<file path="src/rtl/kbd_scan_decoder_if.sv">
// Byte stream from the PS/2 receiver into the decoder, and the key-state
// results going back out to the LED FSM.
//
// Handshake: rx_valid is a one-cycle strobe that qualifies rx_data. There is
// no ready; the decoder accepts one byte on every cycle rx_valid is high.
// key_valid and timeout_err are one-cycle pulses, and key_down/last_change
// already hold their new values when key_valid is high.
interface kbd_scan_decoder_if;
  logic [7:0]   rx_data;
  logic         rx_valid;
  logic [511:0] key_down;
  logic [8:0]   last_change;
  logic         key_valid;
  logic         timeout_err;

  // Byte source side (PS/2 receiver plus the consumer of the key state).
  modport master (
    output rx_data,
    output rx_valid,
    input  key_down,
    input  last_change,
    input  key_valid,
    input  timeout_err
  );

  // Decoder side.
  modport slave (
    input  rx_data,
    input  rx_valid,
    output key_down,
    output last_change,
    output key_valid,
    output timeout_err
  );
endinterface

</file>
<file path="src/rtl/kbd_scan_decoder.sv">
// PS/2 Set-2 scan-code decoder. It resolves the E0 (extended) and F0 (break)
// prefixes into make/break events for key {ext, code}, and keeps a 512-bit
// held-key bitmap. It drops the E1 Pause sequence, and a stale prefix
// returns to IDLE after TIMEOUT_CYCLES idle cycles.
module kbd_scan_decoder #(
  parameter int unsigned TIMEOUT_CYCLES = 2000000,
  parameter int unsigned PAUSE_SKIP     = 7
) (
  input  logic               clk,
  input  logic               rst,
  kbd_scan_decoder_if.slave  bus,
  output logic [2:0]         state_o
);

  localparam int CNT_W  = (TIMEOUT_CYCLES > 2) ? $clog2(TIMEOUT_CYCLES) : 1;
  localparam int SKIP_W = $clog2(PAUSE_SKIP + 1);
  localparam logic [CNT_W-1:0]  CNT_MAX   = CNT_W'(TIMEOUT_CYCLES - 1);
  localparam logic [SKIP_W-1:0] SKIP_LOAD = SKIP_W'(PAUSE_SKIP);

  typedef enum logic [2:0] {
    ST_IDLE    = 3'd0,
    ST_EXT     = 3'd1,
    ST_BRK     = 3'd2,
    ST_EXT_BRK = 3'd3,
    ST_SKIP    = 3'd4
  } state_t;

  state_t              state_q, state_d;
  logic [CNT_W-1:0]    tmo_cnt_q;
  logic [SKIP_W-1:0]   skip_q;
  logic [511:0]        key_down_q;
  logic [8:0]          last_change_q;
  logic                key_valid_q;
  logic                timeout_err_q;

  logic                expire;
  logic                act_make;
  logic                act_break;
  logic [8:0]          act_key;
  logic                key_hit;

  // Controller responses and acks that never name a key.
  function automatic logic is_ignored(input logic [7:0] b);
    return (b == 8'hAA) || (b == 8'hFA) || (b == 8'hEE) || (b == 8'hFC) ||
           (b == 8'hFE) || (b == 8'h00) || (b == 8'hFF);
  endfunction

  // A prefix/skip state expires only on a cycle with no byte; a byte that
  // arrives on the expiry cycle wins.
  assign expire = (state_q != ST_IDLE) && !bus.rx_valid && (tmo_cnt_q == CNT_MAX);

  // State register.
  always_ff @(posedge clk or posedge rst) begin
    if (rst) state_q <= ST_IDLE;
    else     state_q <= state_d;
  end

  // Next-state decode from the current prefix state and the accepted byte.
  always_comb begin
    state_d = state_q;
    if (bus.rx_valid) begin
      case (state_q)
        ST_IDLE: begin
          if (bus.rx_data == 8'hE0)      state_d = ST_EXT;
          else if (bus.rx_data == 8'hF0) state_d = ST_BRK;
          else if (bus.rx_data == 8'hE1) state_d = ST_SKIP;
          else                           state_d = ST_IDLE;
        end
        ST_EXT: begin
          if (bus.rx_data == 8'hF0)      state_d = ST_EXT_BRK;
          else if (bus.rx_data == 8'hE0) state_d = ST_EXT;
          else                           state_d = ST_IDLE;
        end
        ST_BRK: begin
          if (bus.rx_data == 8'hF0) state_d = ST_BRK;
          else                      state_d = ST_IDLE;
        end
        ST_EXT_BRK: state_d = ST_IDLE;
        ST_SKIP: begin
          if (skip_q <= SKIP_W'(1)) state_d = ST_IDLE;
          else                      state_d = ST_SKIP;
        end
        default: state_d = ST_IDLE;
      endcase
    end else if (expire) begin
      state_d = ST_IDLE;
    end
  end

  // Key actions: which make/break event (if any) this byte produces.
  always_comb begin
    act_make  = 1'b0;
    act_break = 1'b0;
    act_key   = {1'b0, bus.rx_data};
    if (bus.rx_valid) begin
      case (state_q)
        ST_IDLE: begin
          if (bus.rx_data != 8'hE0 && bus.rx_data != 8'hF0 &&
              bus.rx_data != 8'hE1 && !is_ignored(bus.rx_data))
            act_make = 1'b1;
        end
        ST_EXT: begin
          act_key = {1'b1, bus.rx_data};
          // E0 12 is the fake left-shift some keyboards emit; not a key.
          if (bus.rx_data != 8'hF0 && bus.rx_data != 8'hE0 && bus.rx_data != 8'h12)
            act_make = 1'b1;
        end
        ST_BRK: begin
          if (bus.rx_data != 8'hF0) act_break = 1'b1;
        end
        ST_EXT_BRK: begin
          act_key = {1'b1, bus.rx_data};
          if (bus.rx_data != 8'h12) act_break = 1'b1;
        end
        default: ;
      endcase
    end
  end

  // Only real transitions of the bitmap are reported; typematic repeats and
  // breaks of keys not held are swallowed.
  assign key_hit = (act_make && !key_down_q[act_key]) || (act_break && key_down_q[act_key]);

  // Inter-byte timeout counter: runs only while waiting for the next byte
  // of a multi-byte code.
  always_ff @(posedge clk or posedge rst) begin
    if (rst)                                         tmo_cnt_q <= '0;
    else if (bus.rx_valid || state_q == ST_IDLE || expire) tmo_cnt_q <= '0;
    else                                             tmo_cnt_q <= tmo_cnt_q + CNT_W'(1);
  end

  // Pause-sequence byte countdown.
  always_ff @(posedge clk or posedge rst) begin
    if (rst) begin
      skip_q <= '0;
    end else if (bus.rx_valid && state_q == ST_IDLE && bus.rx_data == 8'hE1) begin
      skip_q <= SKIP_LOAD;
    end else if (bus.rx_valid && state_q == ST_SKIP) begin
      skip_q <= (skip_q == '0) ? '0 : skip_q - SKIP_W'(1);
    end else if (expire) begin
      skip_q <= '0;
    end
  end

  // Key bitmap, last changed key and the registered pulses.
  always_ff @(posedge clk or posedge rst) begin
    if (rst) begin
      key_down_q    <= '0;
      last_change_q <= '0;
      key_valid_q   <= 1'b0;
      timeout_err_q <= 1'b0;
    end else begin
      key_valid_q   <= key_hit;
      timeout_err_q <= expire;
      if (key_hit) begin
        key_down_q[act_key] <= act_make;
        last_change_q       <= act_key;
      end
    end
  end

  assign bus.key_down    = key_down_q;
  assign bus.last_change = last_change_q;
  assign bus.key_valid   = key_valid_q;
  assign bus.timeout_err = timeout_err_q;
  assign state_o         = state_q;

endmodule

</file>
<file path="src/flat_wrapper.sv">
// flat-port wrapper written by rule: the top's interface ports become plain ports
module kbd_scan_decoder_flat 
#(
  parameter int unsigned TIMEOUT_CYCLES = 2000000,
  parameter int unsigned PAUSE_SKIP     = 7
)
  (clk, rst, state_o, bus_rx_data, bus_rx_valid, bus_key_down, bus_last_change, bus_key_valid, bus_timeout_err);
  kbd_scan_decoder_if bus_i ();
  input  logic clk;
  input  logic rst;
  output logic [2:0] state_o;
  input wire logic [$bits(bus_i.rx_data)-1:0] bus_rx_data;
  input wire logic [$bits(bus_i.rx_valid)-1:0] bus_rx_valid;
  output wire logic [$bits(bus_i.key_down)-1:0] bus_key_down;
  output wire logic [$bits(bus_i.last_change)-1:0] bus_last_change;
  output wire logic [$bits(bus_i.key_valid)-1:0] bus_key_valid;
  output wire logic [$bits(bus_i.timeout_err)-1:0] bus_timeout_err;
  assign bus_i.rx_data = bus_rx_data;
  assign bus_i.rx_valid = bus_rx_valid;
  assign bus_key_down = bus_i.key_down;
  assign bus_last_change = bus_i.last_change;
  assign bus_key_valid = bus_i.key_valid;
  assign bus_timeout_err = bus_i.timeout_err;
  kbd_scan_decoder #(.TIMEOUT_CYCLES(TIMEOUT_CYCLES), .PAUSE_SKIP(PAUSE_SKIP)) u_core (.clk(clk), .rst(rst), .bus(bus_i), .state_o(state_o));
endmodule
</file>
<file path="config.mk">
export PLATFORM = sky130hd
export DESIGN_NAME = kbd_scan_decoder_flat
export DESIGN_NICKNAME = d
export VERILOG_FILES = /design/src/rtl/kbd_scan_decoder_if.sv /design/src/rtl/kbd_scan_decoder.sv /design/src/flat_wrapper.sv
export SDC_FILE = /design/constraint.sdc
export NUM_CORES = 1
export LEC_CHECK = 0
export BUFFER_PORTS_ARGS = -buffer_cell sky130_fd_sc_hd__buf_2
export CAP_MARGIN = 20
export CORE_MARGIN = 5
export CORE_UTILIZATION = 40
export DETAILED_ROUTE_END_ITERATION = 12
export PLACE_DENSITY = 0.6
export SLEW_MARGIN = 20
export SYNTH_ARGS = -nofsm -noshare
export SYNTH_HDL_FRONTEND = slang
export SYNTH_SLANG_ARGS = --single-unit
</file>
<file path="constraint.sdc">
create_clock -name clk -period 35.6 [get_ports clk]
set_clock_uncertainty 0.05 [all_clocks]
set_input_delay 1.78 -clock clk [delete_from_list [all_inputs] [get_ports clk]]
set_output_delay 1.78 -clock clk [all_outputs]
set_load 0.01 [all_outputs]
</file>
* Word level (Yosys, flattened, before mapping) *
Cells that the tools add are included.

word-level totals
  input bits = 11
  word-level logic and storage cells = 90
  bits in registers = 550
  output and inout port bits = 526

cells by class
  add/subtract/negate cells = 2
  muxes and demuxes = 29
  order comparisons = 3
  reduce and logical (&&, ||, !) cells = 31
  equal/unequal tests = 18

operator list
  operator                                                      number
  bitwise mux 512 bit                                           1
  equality test 8 bit (second input constant)                   9
  two-way mux 3 bit                                             10
  != test 8 bit (second input constant)                         3
  adder 21 x 1 -> 21 bit (second input constant)                1
  equality test 21 bit (second input constant)                  1
  two-way mux 21 bit                                            1
  two-way mux 9 bit                                             2
  logical AND 1 bit                                             12
  one-hot mux 3 bit (4 select lines)                            1
  less-than comparator 9 x 10 -> 1 bit (second input constant)  1
  binary-select mux 1 bit (select 9 bit)                        1
  demux 1 bit (select 9 bit)                                    1
  >= comparator 9 x 1 -> 1 bit (second input constant)          1
  logical OR 1 bit                                              9
  two-way mux 1 bit                                             9
  zero test 8 bit                                               1
  != test 8 x 5 -> 1 bit (second input constant)                1
  equality test 3 x 2 -> 1 bit (second input constant)          2
  zero test 3 bit                                               2
  nonzero test 3 bit                                            2
  one-hot mux 1 bit (2 select lines)                            2
  equality test 3 x 1 -> 1 bit (second input constant)          1
  equality test 3 bit (second input constant)                   1
  other kinds (6)                                               8

* Longest topological paths before layout *
Gate-level depths: netlist of run 1.

  word-level depth = 14
  gate-level depth with buffers = 16
  gate-level depth less buffers = 9

* Worst setup path before layout of run 1 *
OpenSTA, ideal clock, no wires.

  path kind = input -> register
  start point = input bus_rx_data[0]
  end point = register u_core.last_change_q[1] (netlist: u_core.bus.last_change[1])
  stages on the path = 12
  path buffers = 5
  setup time = 0.125 ns
  required time = 35.425 ns
  arrival time = 4.545 ns
  setup slack = 30.880 ns
  cell sequence = buf_4 > buf_6 > buf_4 > mux4_2 > a22oi_1 > a21oi_1 > o32ai_1 > o32ai_2 > buf_6 > buf_6 > mux2i_4 > mux2_2

between the ends
  cells in the longest elaborated chain, start to end = 14
  elaborated cells between the ends (all ways) = 38
  classes of those cells = eq/ne (10); mux (12); reduce/logical (16)

RTL lines
  what                                                        line                     source
  from (decl)                                                 flat_wrapper.sv:12       input wire logic [$bits(bus_i.rx_data)-1:0] bus_rx_data;
  branches (longest 13 deep; another with two-way mux 9 bit)  n/a
  logical OR 1 bit (*)                                        kbd_scan_decoder.sv:122  assign key_hit = (act_make && !key_down_q[act_key]) || (act_break && key_down_q[act_key]);
  to (signal assigned)                                        kbd_scan_decoder.sv:157  last_change_q <= act_key;
  to (decl)                                                   kbd_scan_decoder.sv:32   logic [8:0] last_change_q;

Every way passes the cells marked *. The select of a mux whose other input is x is not followed.
A chain may end at the register's enable or synchronous reset.

* Worst setup path in the final report of run 1 *
  start point = input bus_rx_data[3]
  end point = register u_core.key_down_q[269] (netlist: u_core.bus.key_down[269])

between the ends
  cells in the longest elaborated chain, start to end = 14
  elaborated cells between the ends (all ways) = 44
  classes of those cells = order compare (2); eq/ne (10); mux (15); reduce/logical (17)

RTL lines
  what                                                        line                     source
  branches (longest 14 deep; another with two-way mux 9 bit)  n/a
  to (signal, indexed assignment)                             kbd_scan_decoder.sv:156  key_down_q[act_key] <= act_make;
  to (decl)                                                   kbd_scan_decoder.sv:31   logic [511:0] key_down_q;

Several ways; the timed one is not identified. The select of a mux whose other input is x is not followed.

==> flow_summary.ini, run 1 <==
[clock_tree]
cts_tree = yes
path_clk_slew_ns = 0.06
htreeDepth = 2
postCtsHoldBufs = 0
post_cts_buffers = 0
cts_buffer_depth = 3
worst_skew_pair.late_latency_ns = 0.67
cts_resized = 0
cts_buffers = 60
cts.sinks = 550
cts-root-buf = clkbuf_16

[floorplanning]
start_util_pct = 40.1
io-pin-count = 537
core_area_um2 = 69700
die_w_um = 274
rows = 97
dieArea_um2 = 75300
die_h_um = 274

[sta]
max_freq_mhz = 142
tightestPinTransition_ns = 1.20
slew_headroom_pct = 19.6
fin_setup_tns_ns = 0
rsz0062_at_grt = no
setup_violations = 0
fin_crit_sh_pct = 19.8
finalHoldViolCount = 0
slew_viol_final = 0
min_period_ns = 7.05

[final_layout]
final_util_pct = 47.6
fillerInstances = 6583
syn_to_final_growth_pct = 18.5
nets = 3126
drive_gt1_share_pct = 26.1

[status]
status = finished clean

[yosys]
yosys-mux-area-fraction_pct = 11.0
synth.avg_cell_area_um2 = 10.1
synthCells = 2763
syn_area_um2 = 28000
yosysSeqAreaShare_pct = 49.2
synth_top_family_by_area = compound AO/OA/AOI/OAI gates
synth-xor-area-share_pct = 0.626
syn_nets = 2777
ys.flop_type = dfrtp_1
post_synth_and_or_nand_nor_area_fraction_pct = 8.35
synth-compound-area-share_pct = 25.7
synth_warnings = 0
synth_adder_area_share_pct = 0.134
synth_edf_count = 0
ys_async_sr_fraction_pct = 100
synth_seq_cells = 550
synthDistinctLibCells = 65

[job]
cap_violations = 0

[power_and_ir_drop]
p_leak_nw = 15.1
power.density_nw_per_um2 = 42.0
ir_drop_uv = 42.1

[global_routing]
antenna_found_initial = 3
grt_usage_pct = 32.8
grt_pass1_wl_um = 183000
grt_overflow = 0
grt_pass1_vias = 25400
grt_max_degree = 226

[placement]
io_buffer_count = 536
place_congestion = 0.909
hpwlAfterDp_um = 86500

[min_path]
min_path_type = flip-flop to flip-flop
hold_depth = 0
holdPathEnd = u_core.bus.key_down[274]
worstHoldStart = u_core.bus.key_down[274]

[routing]
via_per_inst = 6.47
drt_iter0_drc = 3256
wirelength_um = 128000
drc_errors = 0
routedWlPerCell_um = 31.3
vias = 26500
antenna_left = 0
detail_route.first_pass.iterations = 6

[critical_path]
worstPathRequired_ns = 36.11
worst_setup_path_start_kind = primary input
end_kind = flip-flop
path_max_fanout = 225
rrSetupSlack_ns = 30.57
critPathArrivalTime_ns = 7.55
rr_worst_depth = 8
reg2reg_from = u_core.state_o[0]
worstReg2RegEnd = u_core.bus.key_down[106]
critical_path_class = primary input to flip-flop
==> layout make-up <==
cell class | count | area [um^2] | share of cell area, %
antenna | 1 | 2.50 | 0.00755
clock buffer | 91 | 1800 | 5.43
clock inverter | 14 | 156 | 0.472
inverter | 8 | 37.5 | 0.113
multi-input combinational | 1902 | 13100 | 39.4
sequential | 550 | 13800 | 41.5
tap | 940 | 1180 | 3.55
timing repair buffer | 590 | 3140 | 9.46
==> logic make-up (layout without fill, tap and decap cells) <==
group / Yosys count / in the layout
flops: 550 / 550
other cells: 0 / 1
compound gates: 1137 / 1137
fa+ha+maj: 3 / 3
mux: 196 / 196
buf+inv: 311 / 703
xor+xnor: 20 / 20
simple gates: 546 / 546
==> synthesized netlist by cell type (10+ instances only) <==
cell type / n / area share [%]
mux4_2: 85 / 6.8
nor2_1: 295 / 4.0
nor3_1: 36 / 0.64
xor2_1: 14 / 0.44
mux2i_1: 87 / 3.1
buf_2: 55 / 0.98
dfrtp_1: 550 / 49
clkbuf_1: 214 / 2.9
a22oi_1: 57 / 1.5
a211oi_1: 119 / 3.2
nand4_1: 18 / 0.40
nand3_1: 38 / 0.68
o21ai_0: 318 / 5.7
nand2_1: 109 / 1.5
mux2_2: 14 / 0.56
o31ai_1: 319 / 8.6
buf_4: 17 / 0.46
o22ai_1: 54 / 1.2
a21oi_1: 206 / 3.7
o21ai_1: 10 / 0.18
==> per-stage QoR <==
step	instances	instance area [um^2]	total power, mW	hold slack, ns	setup WS, ns
after floorplan	2763	28000	0.724	0.405	18.39
after global placement	3990	31200	0.766	0.342	28.11
after detailed placement	3990	31200	0.768	0.339	28.03
after CTS	4095	33100	1.39	0.352	28.74
after global routing	4096	33100	1.43	0.373	28.26
final	4096	33100	1.39	0.348	28.55
==> how the worst max path moves through the flow <==
stage / start / to
global placement: bus_rx_data[0] / u_core.bus.key_down[106]
detailed placement: bus_rx_data[0] / u_core.bus.key_down[97]
finish: bus_rx_data[3] / u_core.bus.key_down[269]
global route: bus_rx_data[0] / u_core.bus.key_down[115]
CTS: bus_rx_data[1] / u_core.bus.key_down[61]
floorplan: rst / u_core.bus.key_down[0]
==> report_power, final <==
| group | switching [mW] | internal [mW] | leakage (nW) | total, mW |
|---|---|---|---|---|
| Sequential | 0.00578 | 0.632 | 7.66 | 0.637 |
| Clock | 0.272 | 0.360 | 0.969 | 0.632 |
| Combinational | 0.0912 | 0.0302 | 6.47 | 0.121 |
| Total | 0.369 | 1.02 | 15.1 | 1.39 |
==> routing by layer <==
metal	wire length [um]	global-route usage [%]
met4	6840	14.6
met5	16	0
met3	14800	10.2
met2	58700	51.1
met1	47700	42.2
==> cells in the final DEF, fill, tap and decap left out, types with 7 or more instances in the layout <==
master	instances
nor3_1	36
buf_4	50
nand4_1	18
and2_1	7
o21ai_1	10
mux4_2	85
a21oi_1	204
mux2_2	14
a22oi_1	57
nand2b_1	8
buf_2	534
nand3_1	38
mux2i_4	11
clkbuf_1	14
clkbuf_16	61
o31ai_1	319
a211oi_1	119
o22ai_1	54
a311oi_1	9
xor2_1	14
clkbuf_8	16
a31oi_1	9
nand2_1	109
clkinv_2	10
o21ai_0	318
nor2_1	289
dfrtp_1	550
mux2i_1	86
and3_1	8
==> sequential cells by signal, summed over array words and instances, names as in the netlist <==
signal,cells
u_core.bus.key_down,512
u_core.tmo_cnt_q,21
u_core.bus.last_change,9
u_core.skip_q,3
u_core.state_o,3
u_core.bus.key_valid,1
u_core.bus.timeout_err,1
==> critical path, cell delays in order <==
cell and delay, ns:
buf_2 0.07, buf_4 0.64, and2_2 0.92, nand2_1 0.50, o21ai_0 0.29, a211oi_1 0.13, o221ai_4 0.31, buf_12 0.73
nor3_1 0.18, mux2i_4 0.82, buf_4 0.59, o21ai_0 0.20, o31ai_1 0.11
(Power assumes the default switching activity.)
==> run 2, diff against run 1 <==
ABC_AREA = 1   (was default)
PLACE_DENSITY = 0.59   (was 0.6)
clock period = 6.6 ns   (was 35.6 ns; I/O delays follow)
==> run 2 against run 1 <==
Net effect:
- die area is 17% higher
- routed wire length is 16% higher
- highest routed layer unchanged
- synthesized area is 18% higher
- global-route usage is 0.47 points lower
- final cell count is 60% higher
==> flow_summary.ini, run 2 <==
[yosys]
synthCells = 5146
synth-compound-area-share_pct = 1.61
syn_area_um2 = 33000
synth_edf_count = 0
syn_nets = 5160
post_synth_and_or_nand_nor_area_fraction_pct = 48.5
synth.avg_cell_area_um2 = 6.42
synth-xor-area-share_pct = 0
synth_seq_cells = 550
synthTopCellsByArea = dfrtp_1 (42%), nand2_1 (19%), nand3_1 (15%)
synth_top_family_by_area = simple AND/OR/NAND/NOR gates
synth_warnings = 0
synth_top_area_share_pct = 41.7
yosysMostFrequentCell = nand2_1
yosysSeqAreaShare_pct = 41.7
ys.flop_type = dfrtp_1
synth_common_cells = nand2_1 (1711), nor2_1 (1156), nand3_1 (1008), dfrtp_1 (550), inv_1 (199)
synthDistinctLibCells = 33
synth_adder_area_share_pct = 0.114
yosys-mux-area-fraction_pct = 0
synth_top_cell_by_area = dfrtp_1
ys_async_sr_fraction_pct = 100

[power_and_ir_drop]
p_leak_nw = 20.9
power.density_nw_per_um2 = 229
ir_drop_uv = 164
power_mw = 8.78

[final_layout]
final_area_um2 = 38400
nets = 5461
syn_to_final_growth_pct = 16.1
layout_common_cells = nand2_1 (1696), nor2_1 (1150), nand3_1 (1008), dfrtp_1 (550), buf_2 (535)
final_util_pct = 46.8
layout_commonest_cell = nand2_1
largest_register_ffs = 512
drive_gt1_share_pct = 13.7

[min_path]
min_path_type = primary input to flip-flop
worstHoldStart = bus_rx_data[6]

[critical_path]
critical_path_class = primary input to flip-flop
worst_setup_path_start_kind = primary input
rrSetupSlack_ns = 2.64
startpoint = bus_rx_data[0]
worstReg2RegEnd = u_core.bus.key_down[269]
critPathArrivalTime_ns = 5.12
path_max_fanout = 109
worstPathRequired_ns = 7.08
reg2reg_from = u_core.bus.key_down[32]
end_kind = flip-flop
rr_worst_depth = 21
setup.worst_path.end = u_core.bus.key_down[269]

[sta]
fin_crit_sh_pct = 70.3
worst_slack_ns = 1.96
rsz0062_at_grt = no
tightestPinTransition_ns = 1.06
finalHoldViolCount = 0
min_period_ns = 4.64
max_freq_mhz = 216
slew_headroom_pct = 29.4
setup_violations = 0
slew_viol_final = 0
fin_setup_tns_ns = 0

[global_routing]
grt_pass1_wl_um = 223000
grt_pass1_vias = 33800
grt_max_degree = 165
grt_usage_pct = 32.3
grt_overflow = 0
antenna_found_initial = 4

[placement]
placed_area_um2 = 36100
place_congestion = 0.871
io_buffer_count = 536
hpwlAfterDp_um = 90500
dp_slack_ns = 1.52

[job]
cap_violations = 0

[floorplanning]
core_area_um2 = 82000
rows = 105
die_h_um = 297
die_w_um = 297
dieArea_um2 = 88400
start_util_pct = 40.3
io-pin-count = 537

[routing]
antenna_left = 0
detail_route.first_pass.iterations = 7
via_per_inst = 5.55
vias = 36500
drc_errors = 0
wirelength_um = 149000
routedWlPerCell_um = 22.7
drt_iter0_drc = 3958

[clock_tree]
cts.sinks = 550
cts-root-buf = clkbuf_16
worst_skew_pair.late_latency_ns = 0.61
cts_buffer_depth = 3
htreeDepth = 3
path_clk_slew_ns = 0.06
post_cts_buffers = 0
cts_buffers = 69
cts_tree = yes

[status]
status = finished clean
## run 2: cell types whose count changed in the layout (fill, tap and decap cells not counted), sizes merged, moves of 85 or more
| cell | previous run | this run |
|---|---|---|
| a211oi | 120 | 0 |
| a21oi | 210 | 15 |
| inv | 8 | 203 |
| mux2i | 97 | 0 |
| mux4 | 85 | 0 |
| nand2 | 109 | 1714 |
| nand3 | 39 | 1009 |
| nor2 | 295 | 1157 |
| o21ai | 328 | 55 |
| o31ai | 319 | 0 |
## run 2: cell families after synthesis
| logic type | after synthesis |
|---|---|
| fa+ha+maj | 3 |
| simple gates | 3909 |
| compound gates | 94 |
| buf+inv | 590 |
| flops | 550 |
## run 2: layout make-up
type / instances / area, um^2
Fill cell: 8477 / 43600
Multi-Input combinational cell: 4006 / 16700
Clock buffer: 99 / 2000
Tap cell: 1070 / 1340
Timing Repair Buffer: 616 / 3540
Sequential cell: 550 / 13800
Antenna cell: 3 / 7.51
Clock inverter: 21 / 234
Inverter: 204 / 779
## run 2: how the worst min path moves through the flow
stage,endpoint,depth (start not counted)
after floorplan,u_core.tmo_cnt_q[0],1
after detailed placement,u_core.bus.key_down[274],0
after global routing,u_core.bus.last_change[6],3
after CTS,u_core.bus.last_change[6],3
final,u_core.bus.last_change[6],3
after global placement,u_core.bus.key_down[274],0
## run 2: stage by stage
stage	std cells	hold WS [ns]
after CTS	6566	0.0194
after detailed placement	6443	0.362
after global placement	6443	0.356
final	6569	0.0596
after global routing	6567	0.0700
after floorplan	5146	0.383
## run 2: worst max-delay path: stages
cell	delay (ns)
buf_4	0.27
inv_4	0.28
nand2_4	0.75
buf_4	0.41
nor2_1	0.06
nor2_1	0.12
nand2_1	0.08
nand2_1	0.06
nand2_1	0.09
o21ai_1	0.15
nand2_1	0.09
nor2_1	0.27
nor2_1	0.08
nor2_1	0.11
nand2_1	0.12
nand2_1	0.15
nand2_1	0.15
nand2_8	0.58
buf_4	0.48
nand3_1	0.13
nand2_1	0.11
## run 2: repair_timing
item,in CTS,in global routing
hold buffers,3,0
gates resized for setup,0,0
endpoints found under the hold margin,18,0
## run 2: power by group
group	switching, mW	internal [mW]	leakage, nW
combinational	1.10	0.287	12.1
clock	1.59	2.30	1.11
sequential	0.0672	3.43	7.66
## run 2: metal layers
| layer | GRT usage [%] | vias to the layer above | part of all wire [%] |
|---|---|---|---|
| li1 | - | 16900 | - |
| met5 | 0 | - | 0.0094 |
| met2 | 50.3 | 1899 | 45 |
| met4 | 14.0 | 4 | 4.9 |
| met3 | 6.21 | 343 | 9.4 |
| met1 | 44.2 | 17400 | 41 |
